===== config.mk =====
export PLATFORM = sky130hd
export DESIGN_NAME = rsp_s2_dma_ahbic_in
export DESIGN_NICKNAME = d
export VERILOG_FILES = /design/src/rtl/rsp_s2_dma_ahbic_pkg.sv /design/src/rtl/rsp_s2_dma_ahbic_in_reg.sv /design/src/rtl/rsp_s2_dma_ahbic_in.sv
export SDC_FILE = /design/constraint.sdc
export NUM_CORES = 1
export LEC_CHECK = 0
export ABC_AREA = 1
export ABC_CLOCK_PERIOD_IN_PS = 3400
export CORE_MARGIN = 4
export CORE_UTILIZATION = 35
export CTS_CLUSTER_SIZE = 8
export DETAILED_ROUTE_END_ITERATION = 8
export DONT_BUFFER_PORTS = 1
export GPL_ROUTABILITY_DRIVEN = 0
export SETUP_SLACK_MARGIN = 0.1
export SLEW_MARGIN = 20
export SYNTH_ARGS = -nofsm -noshare
export SYNTH_HDL_FRONTEND = slang
export SYNTH_SLANG_ARGS = --single-unit

===== constraint.sdc =====
create_clock -name HCLK -period 3.4 [get_ports HCLK]
set_input_delay 0.34 -clock HCLK [delete_from_list [all_inputs] [get_ports HCLK]]
set_output_delay 0.34 -clock HCLK [all_outputs]
set_load 0.005 [all_outputs]

===== src/rtl/rsp_s2_dma_ahbic_pkg.sv =====
// Shared types and encodings for the rsp_s2_dma AHB-Lite interconnect.
// HTRANS/HBURST/HRESP codes, input-stage state and the address-phase bundle.
package rsp_s2_dma_ahbic_pkg;

    localparam int AHB_AW = 32;
    localparam int AHB_MW = 4;

    typedef enum logic [1:0] {
        TR_IDLE   = 2'b00,
        TR_BUSY   = 2'b01,
        TR_NONSEQ = 2'b10,
        TR_SEQ    = 2'b11
    } htrans_e;

    localparam logic [2:0] BURST_SINGLE = 3'b000;
    localparam logic [2:0] BURST_INCR   = 3'b001;

    localparam logic RESP_OKAY  = 1'b0;
    localparam logic RESP_ERROR = 1'b1;

    typedef enum logic {
        ST_IDLE = 1'b0,
        ST_HOLD = 1'b1
    } in_state_e;

    typedef struct packed {
        logic [AHB_AW-1:0] addr;
        htrans_e           trans;
        logic              write;
        logic [2:0]        size;
        logic [2:0]        burst;
        logic [3:0]        prot;
        logic [AHB_MW-1:0] master;
        logic              mastlock;
    } ahb_ctrl_t;

    // A broken burst is replayed as independent NONSEQ SINGLE beats;
    // BUSY has no meaning outside a burst so it is shown as IDLE.
    function automatic ahb_ctrl_t brk_convert(input ahb_ctrl_t c);
        ahb_ctrl_t r;
        r = c;
        if (c.trans == TR_SEQ) begin
            r.trans = TR_NONSEQ;
        end else if (c.trans == TR_BUSY) begin
            r.trans = TR_IDLE;
        end
        r.burst = BURST_SINGLE;
        return r;
    endfunction

endpackage


===== src/rtl/rsp_s2_dma_ahbic_in_reg.sv =====
// Address-phase holding register for the interconnect input stage.
// Selects live or held control and applies the burst-break conversion.
module rsp_s2_dma_ahbic_in_reg
    import rsp_s2_dma_ahbic_pkg::*;
(
    input  logic      clk,
    input  logic      rst,
    input  logic      cap_en,
    input  logic      hold,
    input  logic      hready,
    input  ahb_ctrl_t live_i,
    output ahb_ctrl_t ctrl_o
);

    ahb_ctrl_t ctrl_q;
    ahb_ctrl_t ctrl_d;
    logic      brk_q;
    logic      brk_d;
    logic      brk_clr;
    logic      brk_eff;
    ahb_ctrl_t path;

    // A live NONSEQ/IDLE with HREADY high starts a fresh sequence,
    // so it must itself be passed unmodified in that same cycle.
    assign brk_clr = hready &&
                     (live_i.trans == TR_NONSEQ || live_i.trans == TR_IDLE);
    assign brk_eff = brk_q && !brk_clr;

    // Next-state for the holding register and the burst-break flag.
    always_comb begin
        ctrl_d = ctrl_q;
        brk_d  = brk_q;
        if (cap_en) begin
            ctrl_d = live_i;
        end
        if (cap_en && (live_i.trans == TR_SEQ || live_i.trans == TR_BUSY)) begin
            brk_d = 1'b1;
        end else if (brk_clr) begin
            brk_d = 1'b0;
        end
    end

    // Holding register and burst-break flag.
    always_ff @(posedge clk) begin
        if (rst) begin
            ctrl_q <= '0;
            brk_q  <= 1'b0;
        end else begin
            ctrl_q <= ctrl_d;
            brk_q  <= brk_d;
        end
    end

    // Path select then burst-break presentation.
    always_comb begin
        path   = hold ? ctrl_q : live_i;
        ctrl_o = brk_eff ? brk_convert(path) : path;
    end

endmodule


===== src/rtl/rsp_s2_dma_ahbic_in.sv =====
// AHB-Lite input stage: holds a master address phase until the output
// stage grants it and tracks its own data phase for HREADY/HRESP return.
module rsp_s2_dma_ahbic_in
    import rsp_s2_dma_ahbic_pkg::*;
#(
    parameter int ADDR_W = 32,
    parameter int MID_W  = 4
) (
    input  logic              HCLK,
    input  logic              HRESET,
    input  logic              HSELS,
    input  logic [ADDR_W-1:0] HADDRS,
    input  logic [1:0]        HTRANSS,
    input  logic              HWRITES,
    input  logic [2:0]        HSIZES,
    input  logic [2:0]        HBURSTS,
    input  logic [3:0]        HPROTS,
    input  logic [MID_W-1:0]  HMASTERS,
    input  logic              HMASTLOCKS,
    input  logic [ADDR_W-1:0] HWDATAS,
    input  logic              HREADYS,
    output logic              HREADYOUTS,
    output logic              HRESPS,
    output logic              sel_op,
    output logic [ADDR_W-1:0] addr_op,
    output logic [1:0]        trans_op,
    output logic              write_op,
    output logic [2:0]        size_op,
    output logic [2:0]        burst_op,
    output logic [3:0]        prot_op,
    output logic [MID_W-1:0]  master_op,
    output logic              mastlock_op,
    output logic [ADDR_W-1:0] wdata_op,
    output logic              held_tran_op,
    input  logic              active_op,
    input  logic              readyout_op,
    input  logic              resp_op
);

    in_state_e state_q;
    in_state_e state_d;
    logic      dphase_q;
    logic      dphase_d;
    logic      new_tr;
    logic      hold_reg;
    logic      accept;
    logic      cap_en;
    ahb_ctrl_t live;
    ahb_ctrl_t pres;

    assign new_tr       = HSELS && HTRANSS[1] && HREADYS;
    assign hold_reg     = (state_q == ST_HOLD);
    assign held_tran_op = hold_reg || new_tr;
    assign accept       = held_tran_op && active_op && readyout_op;
    assign cap_en       = !hold_reg && new_tr && !accept;

    assign live.addr     = HADDRS;
    assign live.trans    = htrans_e'(HTRANSS);
    assign live.write    = HWRITES;
    assign live.size     = HSIZES;
    assign live.burst    = HBURSTS;
    assign live.prot     = HPROTS;
    assign live.master   = HMASTERS;
    assign live.mastlock = HMASTLOCKS;

    rsp_s2_dma_ahbic_in_reg u_reg (
        .clk    (HCLK),
        .rst    (HRESET),
        .cap_en (cap_en),
        .hold   (hold_reg),
        .hready (HREADYS),
        .live_i (live),
        .ctrl_o (pres)
    );

    assign sel_op      = held_tran_op;
    assign addr_op     = pres.addr;
    assign trans_op    = held_tran_op ? pres.trans : TR_IDLE;
    assign write_op    = pres.write;
    assign size_op     = pres.size;
    assign burst_op    = pres.burst;
    assign prot_op     = pres.prot;
    assign master_op   = pres.master;
    assign mastlock_op = pres.mastlock;
    assign wdata_op    = HWDATAS;

    // State register.
    always_ff @(posedge HCLK) begin
        if (HRESET) begin
            state_q <= ST_IDLE;
        end else begin
            state_q <= state_d;
        end
    end

    // Next state: hold an ungranted transfer until it is accepted.
    always_comb begin
        state_d = state_q;
        unique case (state_q)
            ST_IDLE: if (cap_en) state_d = ST_HOLD;
            ST_HOLD: if (accept) state_d = ST_IDLE;
            default: state_d = ST_IDLE;
        endcase
    end

    // Master-side ready/response: slave view in our data phase, else stall on hold.
    always_comb begin
        HREADYOUTS = 1'b1;
        HRESPS     = RESP_OKAY;
        if (dphase_q) begin
            HREADYOUTS = readyout_op;
            HRESPS     = (resp_op == RESP_ERROR) ? RESP_ERROR : RESP_OKAY;
        end else if (state_q == ST_HOLD) begin
            HREADYOUTS = 1'b0;
        end
    end

    // Data phase follows accepted transfers; drops if the bus moves on without one.
    always_comb begin
        dphase_d = dphase_q;
        if (readyout_op) begin
            dphase_d = accept;
        end else if (HREADYS && !accept) begin
            dphase_d = 1'b0;
        end
    end

    // Data-phase flag.
    always_ff @(posedge HCLK) begin
        if (HRESET) begin
            dphase_q <= 1'b0;
        end else begin
            dphase_q <= dphase_d;
        end
    end

endmodule


# After elaboration in Yosys (flattened, before gate mapping)
# Index checks and enable logic that the tools add are counted.
[word_totals] output_inout_bits=86 input_bits=89 word_cells=52 regBits=53
[classes] muxes=16 n_reduce_logical=19 bitwise=1 n_eq_ne=5
[ops] operator="2-to-1 mux 50 bit" n=1
[ops] operator="2-to-1 mux 18 bit" n=1
[ops] operator="logical AND 1 bit" n=10
[ops] operator="2-to-1 mux 1 bit" n=10
[ops] operator="equality test 2 bit, second input constant" n=3
[ops] operator="2-to-1 mux 2 bit" n=3
[ops] operator="equality test 2 x 1 -> 1 bit, second input constant" n=2
[ops] operator="nonzero test 2 bit" n=2
[ops] operator="zero test 1 bit" n=3
[ops] operator="logical OR 1 bit" n=3
[ops] operator="zero test 2 bit" n=1
[ops] operator="case mux 1 bit (2 select lines)" n=1
[ops] operator="inverter 1 bit" n=1

# Logic depth before layout (Yosys ltp)
# Gate-level depths: netlist (run 1).
[depth] depth_word=9 ltp_mapped=8 mapped_depth_nobuf=6

# Cells and area by module
# Synthesis (run 1) repeated with hierarchy kept, for this count alone.
[unflattened] hier_cells=449 hier_area_um2=2922.8
[modules_own_cells] mod="rsp_s2_dma_ahbic_in_reg" area_each_um2=2523.7 instances=1 cells_per_inst=392 seq_area_each_um2=1021.0
[modules_own_cells] mod="rsp_s2_dma_ahbic_in" area_each_um2=399.1 instances=1 cells_per_inst=57 seq_area_each_um2=40.0

# Worst setup path after synthesis (run 1)
# No wires, ideal clock.
[synth_timing] path_type="register -> output" startpoint="register state_q, in the netlist hold_reg" endpoint="output HREADYOUTS" arrival_ns=0.923 required_time_ns=3.060 setup_slack_ns=2.137 path_stages_with_launch=5 n_path_buf=3 cell_sequence="dfxtp_1 > buf_4 > buf_2 > buf_2 > o21ai_0"
[synth_between] elab_chain_cells=2
[synth_rtl] item="start, declared" line="rsp_s2_dma_ahbic_in.sv:40" text="in_state_e state_q;"
[synth_rtl] item="start signal, assigned" line="rsp_s2_dma_ahbic_in.sv:92" text="state_q <= state_d;"
[synth_rtl] item="2-to-1 mux 1 bit" line="rsp_s2_dma_ahbic_in.sv:113" text="end else if (state_q == ST_HOLD) begin"
[synth_rtl] item="2-to-1 mux 1 bit" line="rsp_s2_dma_ahbic_in.sv:110" text="if (dphase_q) begin"
[synth_rtl] item="end, declared" line="rsp_s2_dma_ahbic_in.sv:22" text="output logic HREADYOUTS,"
# Every way passes these cells.

# Worst setup path in the final report (run 1)
[layout_timing] startpoint="register state_q, in the netlist hold_reg" endpoint="output trans_op[0]"
[layout_between] elab_cells_between_ends=8 cone_classes="eq/ne (2); mux (5); reduce/logical (1)"
[layout_lines] item="logical OR 1 bit" line="rsp_s2_dma_ahbic_in.sv:53" text="assign held_tran_op = hold_reg || new_tr;"
[layout_lines] item="named net held_tran_op" line="rsp_s2_dma_ahbic_in.sv:34" text="output logic held_tran_op,"
[layout_lines] item="2-to-1 mux 2 bit" line="rsp_s2_dma_ahbic_in.sv:78" text="assign trans_op = held_tran_op ? pres.trans : TR_IDLE;"
[layout_lines] item="end, declared" line="rsp_s2_dma_ahbic_in.sv:26" text="output logic [1:0] trans_op,"
# The timed path passes the listed nets, and every way through them passes these cells.

==> results of run 1 <==
-- cell usage in the layout (no fill, tap or decap) --
cell type	instances
a21oi_1	3
buf_12	1
buf_4	3
clkbuf_1	1
clkbuf_8	5
clkinv_2	3
dfxtp_1	52
dfxtp_2	1
inv_1	57
nand2_1	158
nand2_4	1
nand3_1	1
nand3_2	1
nor2_1	103
nor2_8	1
nor3_1	1
o21ai_0	51
-- how the worst max path moves through the flow --
stage	slack (ns)	start	cells past startpoint	to
after floorplan	2.14	hold_reg	4	HREADYOUTS
after global placement	1.72	hold_reg	5	trans_op[0]
after detailed placement	1.70	hold_reg	5	trans_op[0]
after CTS	1.36	hold_reg	5	trans_op[0]
after global routing	1.21	hold_reg	5	trans_op[1]
final	1.40	hold_reg	5	trans_op[0]
-- worst max-delay path, cell delays in order, from the launching register on --
cell	delay, ns
dfxtp_2	0.33
buf_4	0.40
clkinv_2	0.18
nand2_1	0.20
inv_1	0.09
nor2_1	0.15
-- power by group --
group | internal (W) | switching [W]
combinational | 0.0000485 | 0.000103
sequential | 0.000649 | 0.0000134
clock | 0.000143 | 0.000201
-- final cells by class --
cell class,instances,area [um2]
fillers,933,5419
clock buffers,6,72.57
well taps,105,131.4
flip-flops and latches,53,1062
inverters,58,219.0
clock inverters,2,10.01
multi-input cells,320,1301
repair buffers,4,42.54
-- cells in the mapped netlist --
| library cell | number |
|---|---|
| a21oi_1 | 3 |
| buf_1 | 2 |
| buf_2 | 10 |
| buf_4 | 34 |
| buf_6 | 4 |
| clkbuf_1 | 9 |
| clkinv_2 | 1 |
| dfxtp_1 | 53 |
| inv_1 | 57 |
| nand2_1 | 158 |
| nand2_4 | 1 |
| nand3_1 | 1 |
| nand3_2 | 1 |
| nor2_1 | 103 |
| nor2_8 | 1 |
| nor3_1 | 1 |
| o21ai_0 | 51 |
-- logic make-up (layout without fill, tap and decap cells) --
family / Yosys count / in the layout / share of synthesized area, %
simple gates: 266 / 266 / 34.68
flops: 53 / 53 / 35.69
buf+inv: 117 / 70 / 20.54
compound gates: 54 / 54 / 9.091
-- per-layer routing --
metal  part of all wire (%)  wire length, um
met1                     48             2778
met2                     44             2536
met3                    8.3              484
met4                   0.43               25
met5                      0                0
-- stage by stage --
step	std cells	setup WS, ns	area (um2)	utilization (%)	hold slack (ns)
after floorplan	490	2.137	2973	-	0.4091
after global placement	540	1.720	2756	33.38	0.4114
after detailed placement	540	1.705	2756	33.38	0.4121
after CTS	548	1.360	2839	34.38	0.07980
after global routing	548	1.210	2839	34.38	0.07402
final	548	1.404	2839	34.38	0.1002
==> impl_metrics.toml, run 1 <==
[critical_path]
worst-r2r-cell-count = 8
timing.rr.end = "u_reg.ctrl_q[24]"
start_kind = "flop"
worstPathArrival_ns = 1.66
path_max_fanout = 55
reg2reg_slack_ns = 1.74
r2r-start = "hold_reg"
cp.required_ns = 3.06
worstSetupPathType = "reg2out"
cp-end-kind = "output port"

[synth]
yosysUniqueCellTypes = 17
ys_seq_elements = 53
synth_warnings = 0
syn_area_mm2 = 0.002973
synth_cells = 490
synth_area_per_cell_um2 = 6.067
ys_seq_area_share_pct = 35.69
yosys-top-cells-area = "dfxtp_1 36%, nand2_1 20%, nor2_1 13%, o21ai_0 8.6%, buf_4 8.6%"
yosysTopAreaCellShare_pct = 35.69
yosysTopAreaCell = "dfxtp_1"
synthesis.nets = 579

[pwr]
p_per_area_mw_per_mm2 = 408.0
leakage_nw = 1.304
peakVddDrop_mv = 0.1383
total_power_w = 0.001158

[floorplan]
die_area_mm2 = 0.01003
core-area_mm2 = 0.008258
rows = 33
io_pins = 175
dieHeight_um = 100.2
initial_core_util_pct = 36.00
die_w_um = 100.2

[layout]
drive_gt1_share_pct = 3.612
antenna_cells = 0
areaGrowthSynthToFinish_pct = -4.503
top_register = "u_reg.ctrl_q"
final_nets = 531
largest_reg_flops = 50

[route]
totalWireLength_um = 5825
num_vias = 2492
ant_nets = 0
drc = 0
drt-wirelength-per-cell_um = 10.63
drt-vias-per-instance = 4.547
drt_iter0_markers = 68
dr.pass1.iters = 4

[hold_path]
hold_path_depth = 1
hold_class = "in2reg"
holdPathEnd = "u_reg.brk_q"
worstHoldStart = "HRESET"

[timing]
drv_slew = 0
finalHoldViolCount = 0
rsz0062_at_grt = "no"
period_needed_ns = 1.996
max_clock_freq_mhz = 501.1
relSlewSlack_pct = 53.19
fin_skew_ns = 0.005823
setup_viol = 0
tns_ns = 0
tightest_slew_ns = 0.7015
fin_crit_sh_pct = 58.69

[cts]
cts.sinks = 53
htreeDepth = 2
clockRootBuffer = "clkbuf_8"
cts_tree = "done"
cts_made_buffers = 5
cts.clk_slew.worst_paths_ns = 0.09
cts_max_path_buffers = 2
clock_latency_ns = 0.30
postCtsSetupRepairBufs = 0
cts_hold_buf = 0
cts_resized = 0

[place]
portBuffers = 0
dpl.hpwl_um = 4068

[grt]
grtUsageMet2_pct = 18.60
antenna_found_initial = 0
grt_pass1_vias = 2243
use_met1_pct = 14.70
grt_usage_pct = 11.41
grt-busiest-layer = "met2"
grtUsageMet3_pct = 3.614
grt_overflow_total = 0
grt_max_degree = 98
grt_first_pass_wirelength_um = 9666

[flow_run]
drv_cap = 0

[outcome]
outcome = "completed"
(Power assumes the default switching activity.)
==> inputs of run 2 (changes only) <==
--- a/config.mk
+++ b/config.mk
@@ -5,8 +5,8 @@
 export SDC_FILE = /design/constraint.sdc
 export NUM_CORES = 1
 export LEC_CHECK = 0
-export ABC_AREA = 1
-export ABC_CLOCK_PERIOD_IN_PS = 3400
+export ABC_AREA = 0
+export ABC_CLOCK_PERIOD_IN_PS = 1900
 export CORE_MARGIN = 4
 export CORE_UTILIZATION = 35
 export CTS_CLUSTER_SIZE = 8
==> constraint.sdc (replaced) <==
create_clock -name HCLK -period 1.9 [get_ports HCLK]
set_input_delay 0.19 -clock HCLK [delete_from_list [all_inputs] [get_ports HCLK]]
set_output_delay 0.19 -clock HCLK [all_outputs]
set_load 0.005 [all_outputs]
==> run 2 against run 1 <==
Compared with the run above:
- combinational power up 89%
- critical path depth decreased by 1
- die area is 1.9% lower
- final area rose by 3.9%
- via count down 6.3%
- first-iteration DRC count grew 26%
- register-to-register slack got worse by 1.2 ns
- largest power group unchanged
- highest routed layer unchanged
==> impl_metrics.toml, run 2 <==
[critical_path]
cp.required_ns = 1.71
start_kind = "flop"
worstPathArrival_ns = 1.49
worstSetupPathType = "reg2out"
cp-startpoint = "hold_reg"
crit_cells = 4
timing.rr.end = "u_reg.ctrl_q[30]"
endpoint = "trans_op[0]"
slowest_delay_ns = 0.34
crit_chain = "nand4b_1 -> buf_12 -> o32ai_1 -> buf_4"
slowest_stage = "dfxtp_2"
crit_family = "buffers and inverters"
worst-r2r-cell-count = 4
path_max_fanout = 51
reg2reg_slack_ns = 0.52
cp_num_buf_inv = 2
cp-end-kind = "output port"
r2r-start = "hold_reg"

[pwr]
p_per_area_mw_per_mm2 = 769.5
peakVddDrop_mv = 0.3598
leakage_nw = 0.9455

[floorplan]
core-area_mm2 = 0.008134
dieHeight_um = 99.21
die_w_um = 99.21
die_area_mm2 = 0.009842
io_pins = 175
initial_core_util_pct = 35.79
rows = 33

[layout]
final_cell_mix = "52 x dfxtp_1, 51 x o21ai_0, 50 x a21oi_1"
fillers = 818
mostFrequentLayoutCell = "dfxtp_1"
final_nets = 390
drive_gt1_share_pct = 22.19
area.sequential_mm2 = 0.001062
antenna_cells = 0
top_register = "u_reg.ctrl_q"
areaGrowthSynthToFinish_pct = 1.332
largest_reg_flops = 50
multiInputGateArea_mm2 = 0.001414
postLayoutCoreUtil_pct = 36.27

[timing]
fin_crit_sh_pct = 88.48
tns_ns = 0
setup_ws_ns = 0.2188
hold_ws_ns = 0.01118
relSlewSlack_pct = 67.89
tightest_slew_ns = 0.4799
period_needed_ns = 1.681
fin_skew_ns = 0.007425
finalHoldViolCount = 0
max_clock_freq_mhz = 594.8
drv_slew = 0
rsz0062_at_grt = "no"
setup_viol = 0

[cts]
cts_made_buffers = 5
clockRootBuffer = "clkbuf_8"
cts_tree = "done"
htreeDepth = 2
cts_hold_buf = 9
cts_resized = 0
cts.sinks = 53
cts_max_path_buffers = 2
postCtsSetupRepairBufs = 0
cts.clk_slew.worst_paths_ns = 0.11
clock_latency_ns = 0.31

[synth]
yosysMostFrequentCell = "dfxtp_1"
async_flop_share_pct = 0
ys_seq_area_share_pct = 36.44
synth_top_family_by_area = "compound AO/OA/AOI/OAI gates"
syn_area_mm2 = 0.002912
yosys-top-cells-count = "53 x dfxtp_1, 51 x o21ai_0, 50 x a21oi_1"
ys_seq_elements = 53
synth_warnings = 0
yosysTopAreaCellShare_pct = 36.44
synth-xor-area-share_pct = 0
synth_compound_area_share_pct = 18.74
synthMuxAreaShare_pct = 18.44
synth_edf_count = 0
synthesis.nets = 431
synthAdderAreaFrac_pct = 0
yosysTopAreaCell = "dfxtp_1"
yosys-top-cells-area = "dfxtp_1 36%, mux2_2 17%, buf_4 9.0%, o21ai_0 8.8%, a21oi_1 8.6%"
yosysUniqueCellTypes = 23
synth_simple_gate_area_share_pct = 11.26
synth_ff_type = "dfxtp_1"
synth_cells = 342
synth_area_per_cell_um2 = 8.513

[place]
dpl.hpwl_um = 4594
place_ws_ns = 0.5326
portBuffers = 0

[route]
drt-vias-per-instance = 5.735
ant_nets = 0
totalWireLength_um = 7337
num_vias = 2334
dr.pass1.iters = 4
drt_iter0_markers = 86
drc = 0
drt-wirelength-per-cell_um = 18.03

[outcome]
outcome = "completed"

[grt]
grt_first_pass_wirelength_um = 11850
grt_overflow_total = 0
grt_pass1_vias = 2318
grt_usage_pct = 14.57
antenna_found_initial = 0
grt_max_degree = 54

[flow_run]
drv_cap = 0

[hold_path]
hold_class = "in2reg"
==> run 2: per-stage QoR <==
step	total power, W	std cells	area, um2
floorplan	0.001456	342	2912
global placement	0.001431	389	2720
detailed placement	0.001434	389	2720
CTS	0.002305	406	2940
global route	0.002378	407	2950
finish	0.002270	407	2950
==> run 2: layout make-up <==
cell class | instances | area share, %
flip-flops and latches | 53 | 36.01
clock inverters | 2 | 1.272
multi-input cells | 219 | 47.92
inverters | 4 | 0.5089
repair buffers | 18 | 7.040
clock buffers | 6 | 2.799
well taps | 105 | 4.453
==> run 2: how the worst min path moves through the flow <==
stage               start                to  slack [ns]  depth (start not counted)
3_3_place_gp       HRESET       u_reg.brk_q        0.26                          1
6_report        HADDRS[6]  u_reg.ctrl_q[24]        0.01                          2
2_1_floorplan  HMASTLOCKS   u_reg.ctrl_q[0]        0.34                          2
3_5_place_dp       HRESET       u_reg.brk_q        0.26                          1
5_1_grt        HADDRS[21]  u_reg.ctrl_q[39]      0.0005                          2
4_1_cts         HADDRS[6]  u_reg.ctrl_q[24]      0.0001                          2
==> run 2: power breakdown <==
group / internal, W / switching, W
combinational: 0.000124 / 0.000160
clock: 0.000429 / 0.000399
sequential: 0.00114 / 0.0000144
total: 0.00170 / 0.000573
==> run 2: per-layer routing <==
layer	routed length (um)	GRT usage, %	up-vias
met5	0	0	-
met4	77	4.202	0
met3	655	5.540	16
met2	3669	25.36	95
met1	2935	16.59	1123
li1	-	-	1100
==> run 2: logic make-up (layout without fill, tap and decap cells) <==
| family | after synthesis | count (layout) |
|---|---|---|
| compound gates | 106 | 106 |
| flops | 53 | 53 |
| mux | 48 | 48 |
| buf+inv | 70 | 30 |
| simple gates | 65 | 65 |
